### config.mk
export PLATFORM = sky130hd
export DESIGN_NAME = pc_exception_unit
export DESIGN_NICKNAME = d
export VERILOG_FILES = /design/src/rtl/pc_exc_pkg.sv /design/src/rtl/exc_sequencer.sv /design/src/rtl/pc_exception_unit.sv
export SDC_FILE = /design/constraint.sdc
export NUM_CORES = 1
export LEC_CHECK = 0
export ABC_AREA = 1
export CORE_ASPECT_RATIO = 0.6
export CORE_MARGIN = 1
export CORE_UTILIZATION = 40
export CTS_CLUSTER_SIZE = 40
export DETAILED_ROUTE_END_ITERATION = 8
export PLACE_DENSITY = 0.8
export SYNTH_ARGS = -nofsm -noshare
export SYNTH_HDL_FRONTEND = slang
export SYNTH_HIERARCHICAL = 1
export SYNTH_SLANG_ARGS = --single-unit
export TNS_END_PERCENT = 10
### constraint.sdc
create_clock -name clock -period 2 [get_ports clock]
set_clock_uncertainty 0.05 [all_clocks]
set_input_delay 0.6 -clock clock [delete_from_list [all_inputs] [get_ports clock]]
set_output_delay 0.6 -clock clock [all_outputs]
set_load 0.1 [all_outputs]
### src/rtl/pc_exc_pkg.sv
// Shared types and constants for the PC / exception unit.
package pc_exc_pkg;

  // Next-PC source select driven by the control unit
  typedef enum logic [1:0] {
    SRC_ALU_RESULT = 2'b00,
    SRC_ALU_OUT    = 2'b01,
    SRC_JUMP       = 2'b10,
    SRC_EPC        = 2'b11
  } orig_pc_e;

  // Exception cause codes (also the vector-table offset)
  localparam logic [1:0] CAUSE_OPCODE = 2'd0;
  localparam logic [1:0] CAUSE_OVF    = 2'd1;
  localparam logic [1:0] CAUSE_ALIGN  = 2'd2;

  // Exception sequencer states
  typedef enum logic [1:0] {
    ST_IDLE = 2'd0,
    ST_WAIT = 2'd1,
    ST_LOAD = 2'd2
  } exc_state_e;

endpackage

### src/rtl/exc_sequencer.sv
// Exception-vector sequencer: IDLE -> WAIT (memory latency) -> LOAD -> IDLE.
module exc_sequencer
  import pc_exc_pkg::*;
#(
  parameter int unsigned MEM_LAT = 2
) (
  input  logic clock,
  input  logic reset,
  input  logic start_i,
  output logic busy_o,
  output logic done_o,
  output logic load_o
);

  localparam int unsigned CNT_W = (MEM_LAT > 1) ? $clog2(MEM_LAT) : 1;

  exc_state_e       state_q;
  logic [CNT_W-1:0] cnt_q;

  // State, latency counter and registered strobes
  always_ff @(posedge clock or negedge reset) begin
    if (!reset) begin
      state_q <= ST_IDLE;
      cnt_q   <= '0;
      busy_o  <= 1'b0;
      done_o  <= 1'b0;
      load_o  <= 1'b0;
    end else begin
      case (state_q)
        ST_IDLE: begin
          done_o <= 1'b0;
          load_o <= 1'b0;
          if (start_i) begin
            state_q <= ST_WAIT;
            cnt_q   <= CNT_W'(MEM_LAT - 1);
            busy_o  <= 1'b1;
          end
        end
        ST_WAIT: begin
          if (cnt_q == '0) begin
            state_q <= ST_LOAD;
            done_o  <= 1'b1;
            load_o  <= 1'b1;
          end else begin
            cnt_q <= cnt_q - CNT_W'(1);
          end
        end
        ST_LOAD: begin
          state_q <= ST_IDLE;
          busy_o  <= 1'b0;
          done_o  <= 1'b0;
          load_o  <= 1'b0;
        end
        default: begin
          state_q <= ST_IDLE;
          cnt_q   <= '0;
          busy_o  <= 1'b0;
          done_o  <= 1'b0;
          load_o  <= 1'b0;
        end
      endcase
    end
  end

endmodule

### src/rtl/pc_exception_unit.sv
// PC, EPC and Cause registers of the multicycle MIPS datapath with
// branch resolution and the exception-vector load sequence.
// Optional macro PC_ALIGN_CHECK_EN: misaligned ALU-sourced PC writes raise
// an alignment exception (Cause=2) and pulse AlignFault.
module pc_exception_unit
  import pc_exc_pkg::*;
#(
  parameter int unsigned WIDTH    = 32,
  parameter int unsigned MEM_LAT  = 2,
  parameter int unsigned VEC_BASE = 253,
  parameter int unsigned RESET_PC = 0
) (
  input  logic             clock,
  input  logic             reset,
  input  logic             EscrevePC,
  input  logic             EscrevePCCondEQ,
  input  logic             EscrevePCCondNE,
  input  logic [1:0]       OrigPC,
  input  logic             Zero,
  input  logic [WIDTH-1:0] AluResult,
  input  logic [WIDTH-1:0] AluOut,
  input  logic [25:0]      JumpField,
  input  logic             CauseWrite,
  input  logic             IntCause,
  input  logic [7:0]       MemByte,
  output logic [WIDTH-1:0] PC,
  output logic [WIDTH-1:0] EPC,
  output logic [WIDTH-1:0] Cause,
  output logic [WIDTH-1:0] ExcAddr,
  output logic             ExcBusy,
  output logic             ExcDone
`ifdef PC_ALIGN_CHECK_EN
  ,
  output logic             AlignFault
`endif
);

  logic [WIDTH-1:0] pc_q, pc_d;
  logic [WIDTH-1:0] epc_q, epc_d;
  logic [WIDTH-1:0] cause_q, cause_d;
  logic [WIDTH-1:0] exc_addr_q, exc_addr_d;
  logic [WIDTH-1:0] next_pc;
  logic [1:0]       exc_cause;
  logic             pc_wr, do_pc_wr, exc_req, start, busy, done, load;
  logic             misalign;

  exc_sequencer #(.MEM_LAT(MEM_LAT)) u_seq (
    .clock   (clock),
    .reset   (reset),
    .start_i (start),
    .busy_o  (busy),
    .done_o  (done),
    .load_o  (load)
  );

  // Branch resolution, next-PC mux and exception request selection
  always_comb begin
    pc_wr = EscrevePC | (EscrevePCCondEQ & Zero) | (EscrevePCCondNE & ~Zero);
    next_pc = AluResult;
    case (orig_pc_e'(OrigPC))
      SRC_ALU_RESULT: next_pc = AluResult;
      SRC_ALU_OUT:    next_pc = AluOut;
      SRC_JUMP:       next_pc = {pc_q[WIDTH-1:28], JumpField, 2'b00};
      SRC_EPC:        next_pc = epc_q;
    endcase
`ifdef PC_ALIGN_CHECK_EN
    misalign = pc_wr & ~OrigPC[1] & (next_pc[1:0] != 2'b00);
`else
    misalign = 1'b0;
`endif
    exc_req   = CauseWrite | misalign;
    exc_cause = CauseWrite ? (IntCause ? CAUSE_OVF : CAUSE_OPCODE) : CAUSE_ALIGN;
    do_pc_wr  = pc_wr & ~misalign;
    start     = exc_req & ~busy;
  end

`ifdef PC_ALIGN_CHECK_EN
  // Fault pulse only when the alignment check itself launches the exception
  assign AlignFault = misalign & ~busy & ~CauseWrite;
`endif

  // Next values of the architectural registers; the exception always wins
  always_comb begin
    pc_d       = pc_q;
    epc_d      = epc_q;
    cause_d    = cause_q;
    exc_addr_d = exc_addr_q;
    if (start) begin
      epc_d      = pc_q - WIDTH'(4);
      cause_d    = WIDTH'(exc_cause);
      exc_addr_d = WIDTH'(VEC_BASE) + WIDTH'(exc_cause);
    end else if (load) begin
      pc_d       = {{(WIDTH-8){1'b0}}, MemByte};
      exc_addr_d = '0;
    end else if (!busy && do_pc_wr) begin
      pc_d = next_pc;
    end
  end

  // Architectural register state
  always_ff @(posedge clock or negedge reset) begin
    if (!reset) begin
      pc_q       <= WIDTH'(RESET_PC);
      epc_q      <= '0;
      cause_q    <= '0;
      exc_addr_q <= '0;
    end else begin
      pc_q       <= pc_d;
      epc_q      <= epc_d;
      cause_q    <= cause_d;
      exc_addr_q <= exc_addr_d;
    end
  end

  assign PC      = pc_q;
  assign EPC     = epc_q;
  assign Cause   = cause_q;
  assign ExcAddr = exc_addr_q;
  assign ExcBusy = busy;
  assign ExcDone = done;

endmodule

==> results.yml <==
clocking:
  cts_tree: "yes"
  numCtsBuffers: 9
  clock_path_buffers: 2
  clk_latency_ps: 340
  cts.sinks: 75
  htree_num_levels: 3
  postCtsSetupBuffers: 0
  cts_root_buf: "clkbuf_16"
  clkTransAtPathRegs_ps: 60
die:
  die_h_um: 86.9
  dieArea_um2: 12500
  ios: 238
  rows: 30
  design.core.area_um2: 11500
  die_w_um: 143
  initial_core_util_pct: 41.8
grt:
  grt.overflow.total: 0
  grt_max_degree: 41
  grt_pass1_wl_um: 26700
  antenna_found_initial: 0
  grtUsageTotal_pct: 28.8
  grt_pass1_vias: 5027
route:
  dr.first_iter.drc_count: 601
  vias: 5403
  dr.pass1.iters: 5
  finalWirelength_um: 17700
  drc: 0
  drt-vias-per-instance: 5.08
  wl_per_cell_um: 16.6
  postRouteAntennaNets: 0
worst_setup_path:
  path_class: "reg -> reg"
  end_kind: "register"
  critPathRequiredTime_ps: 2180
  worstSetupStartpointType: "register"
  crit_path_max_fanout: 9
  critical_path_arrival_ps: 2100
synthesis:
  ys_warn_count: 6
  muxShareOfSynthArea_pct: 0
  avgSynthCellArea_um2: 6.87
  ys_seq_area_share_pct: 39.1
  synth_adder_area_share_pct: 0.260
  syn_inst: 699
  synth_cell_types: 28
  ys_ff_latch: 75
  synth_flop_cell: "dfrtp_1"
  synthSimpleGateAreaFrac_pct: 32.8
  synth_compound_area_share_pct: 10.7
  synth_area_um2: 4800
  synth_edf_count: 0
  synth_top_family_by_area: "simple AND/OR/NAND/NOR gates"
  async_flop_share_pct: 100
  synth_xor_area_share_pct: 1.64
power:
  p_comb_share_pct: 70.0
  intPower_mw: 6.75
  ir_drop_v: 0.00160
  power.share.switching_pct: 57.7
  clockPowerShare_pct: 10.2
  seqPwrFrac_pct: 19.8
  p_switching_mw: 9.21
  p_leak_nw: 3.75
  total_power_mw: 16.0
  powerDensity_nw_per_um2: 2020
cells_and_area:
  most-common-layout-cells: "nand2_1 (246), clkdlybuf4s50_1 (106), buf_12 (84)"
  drive_above_1_share_pct: 16.2
  layout_commonest_cell: "nand2_1"
  layout.nets: 1008
  antenna_cells: 0
  syn_to_final_growth_pct: 64.8
place:
  dpl.hpwl_um: 14000
  gp_congestion: 1.00
  place_worst_setup_slack_ps: -159
  port-buffer-count: 184
sta:
  setup_violations: 0
  rsz0062_at_grt: "yes"
  finalSetupTns_ps: 0
  fin_ws_ps: 79.1
  fmax_mhz: 521
  min_period_over_period_pct: 96.0
  finalMaxSlewViolations: 0
  hold_viol: 0
  min_period_ps: 1920
job:
  maxCapViolCount: 0
hold_path:
  hp-class: "in -> async"
run_status:
  status: "complete, no violations"
==> power groups by stage <==
stage | Combinational (mW) | Sequential, mW | Clock, mW
final | 11.2 | 3.17 | 1.63
after global routing | 11.6 | 3.24 | 1.71
after CTS | 11.1 | 3.15 | 1.64
after detailed placement | 11.1 | 3.15 | 0
after global placement | 11.0 | 3.15 | 0
after floorplan | 3.08 | 6.84 | 0
==> metrics by stage <==
stage,utilization [%],hold WS [ps],instances,area [um^2]
3_5_place_dp,66.3,424,1048,7610
4_1_cts,68.9,177,1064,7910
5_1_grt,68.9,194,1064,7910
6_report,68.9,164,1064,7910
2_1_floorplan,-,254,751,5000
3_3_place_gp,66.3,414,1048,7610
==> cells in the mapped netlist, types with 5 or more instances <==
| cell | n | area (um^2) |
|---|---|---|
| o21ai_0 | 22 | 110 |
| inv_2 | 5 | 18.8 |
| o211ai_1 | 5 | 37.5 |
| o21ai_1 | 19 | 95.1 |
| nand3_1 | 54 | 270 |
| buf_4 | 61 | 458 |
| nor2_1 | 67 | 251 |
| a21oi_1 | 25 | 125 |
| nand4_1 | 9 | 56.3 |
| xor2_1 | 8 | 70.1 |
| buf_2 | 10 | 50.1 |
| dfrtp_1 | 75 | 1880 |
| o22ai_1 | 15 | 93.8 |
| clkbuf_1 | 11 | 41.3 |
| nand2_1 | 246 | 923 |
| inv_1 | 47 | 176 |
==> state kept, by name, indices dropped and copies added, names as in the netlist <==
name / cells
EPC: 32
ExcAddr: 4
PC: 32
u_seq/state_q: 2
Cause: 2
u_seq/cnt_q: 1
u_seq/load_o: 1
u_seq/busy_o: 1
==> worst max-delay path, cell delays in order, from the launching register on <==
cell     delay [ps]
dfrtp_1         470
nor2_1          280
nand2_1         140
nor2_4          250
nand2_1         220
nor2_1          140
nand2_1          60
nand3_1         120
nand2_1          80
==> per-layer routing <==
layer,vias to the layer above,global-route usage (%),part of all wire [%]
met3,31,9.40,12
met4,0,7.83,1.6
met5,-,0,0
li1,2527,-,-
met1,2517,40.7,44
met2,328,42.0,42
==> worst paths after layout <==
path	start	end	slack, ps	depth (start not counted)
worst min-delay path	reset	PC[19]	160	1
max in group asynchronous	reset	PC[17]	1200	2
min in group clock	u_seq/cnt_q	u_seq/state_q[1]	450	1
worst min register to register	u_seq/cnt_q	u_seq/state_q[1]	450	1
worst max register to register	PC[6]	EPC[29]	80	8
worst max-delay path	PC[6]	EPC[29]	80	8
==> kinds of logic (layout without fill, tap and decap cells) <==
family                   Yosys count  after routing
AND/OR/NAND/NOR                  386            386
buffers and inverters            134            287
AO/OA/AOI/OAI                     93             93
flip-flops                        75             75
XOR/XNOR                           9              9
adder cells (fa/ha/maj)            1              1
other                              1             53
==> area by class of cell <==
cell class	instances	area [um^2]
Inverter	52	195
Multi-Input combinational cell	542	2380
Clock inverter	6	65.1
Clock buffer	10	229
Tap cell	160	200
Sequential cell	75	1880
Fill cell	954	3570
Timing Repair Buffer	219	2960
==> what timing repair did <==
item | in CTS | in global routing
hold buffers | 0 | 0
resized for setup | 0 | 3
setup endpoints to repair | 0 | 8
Power figures use the tool's default switching activity.
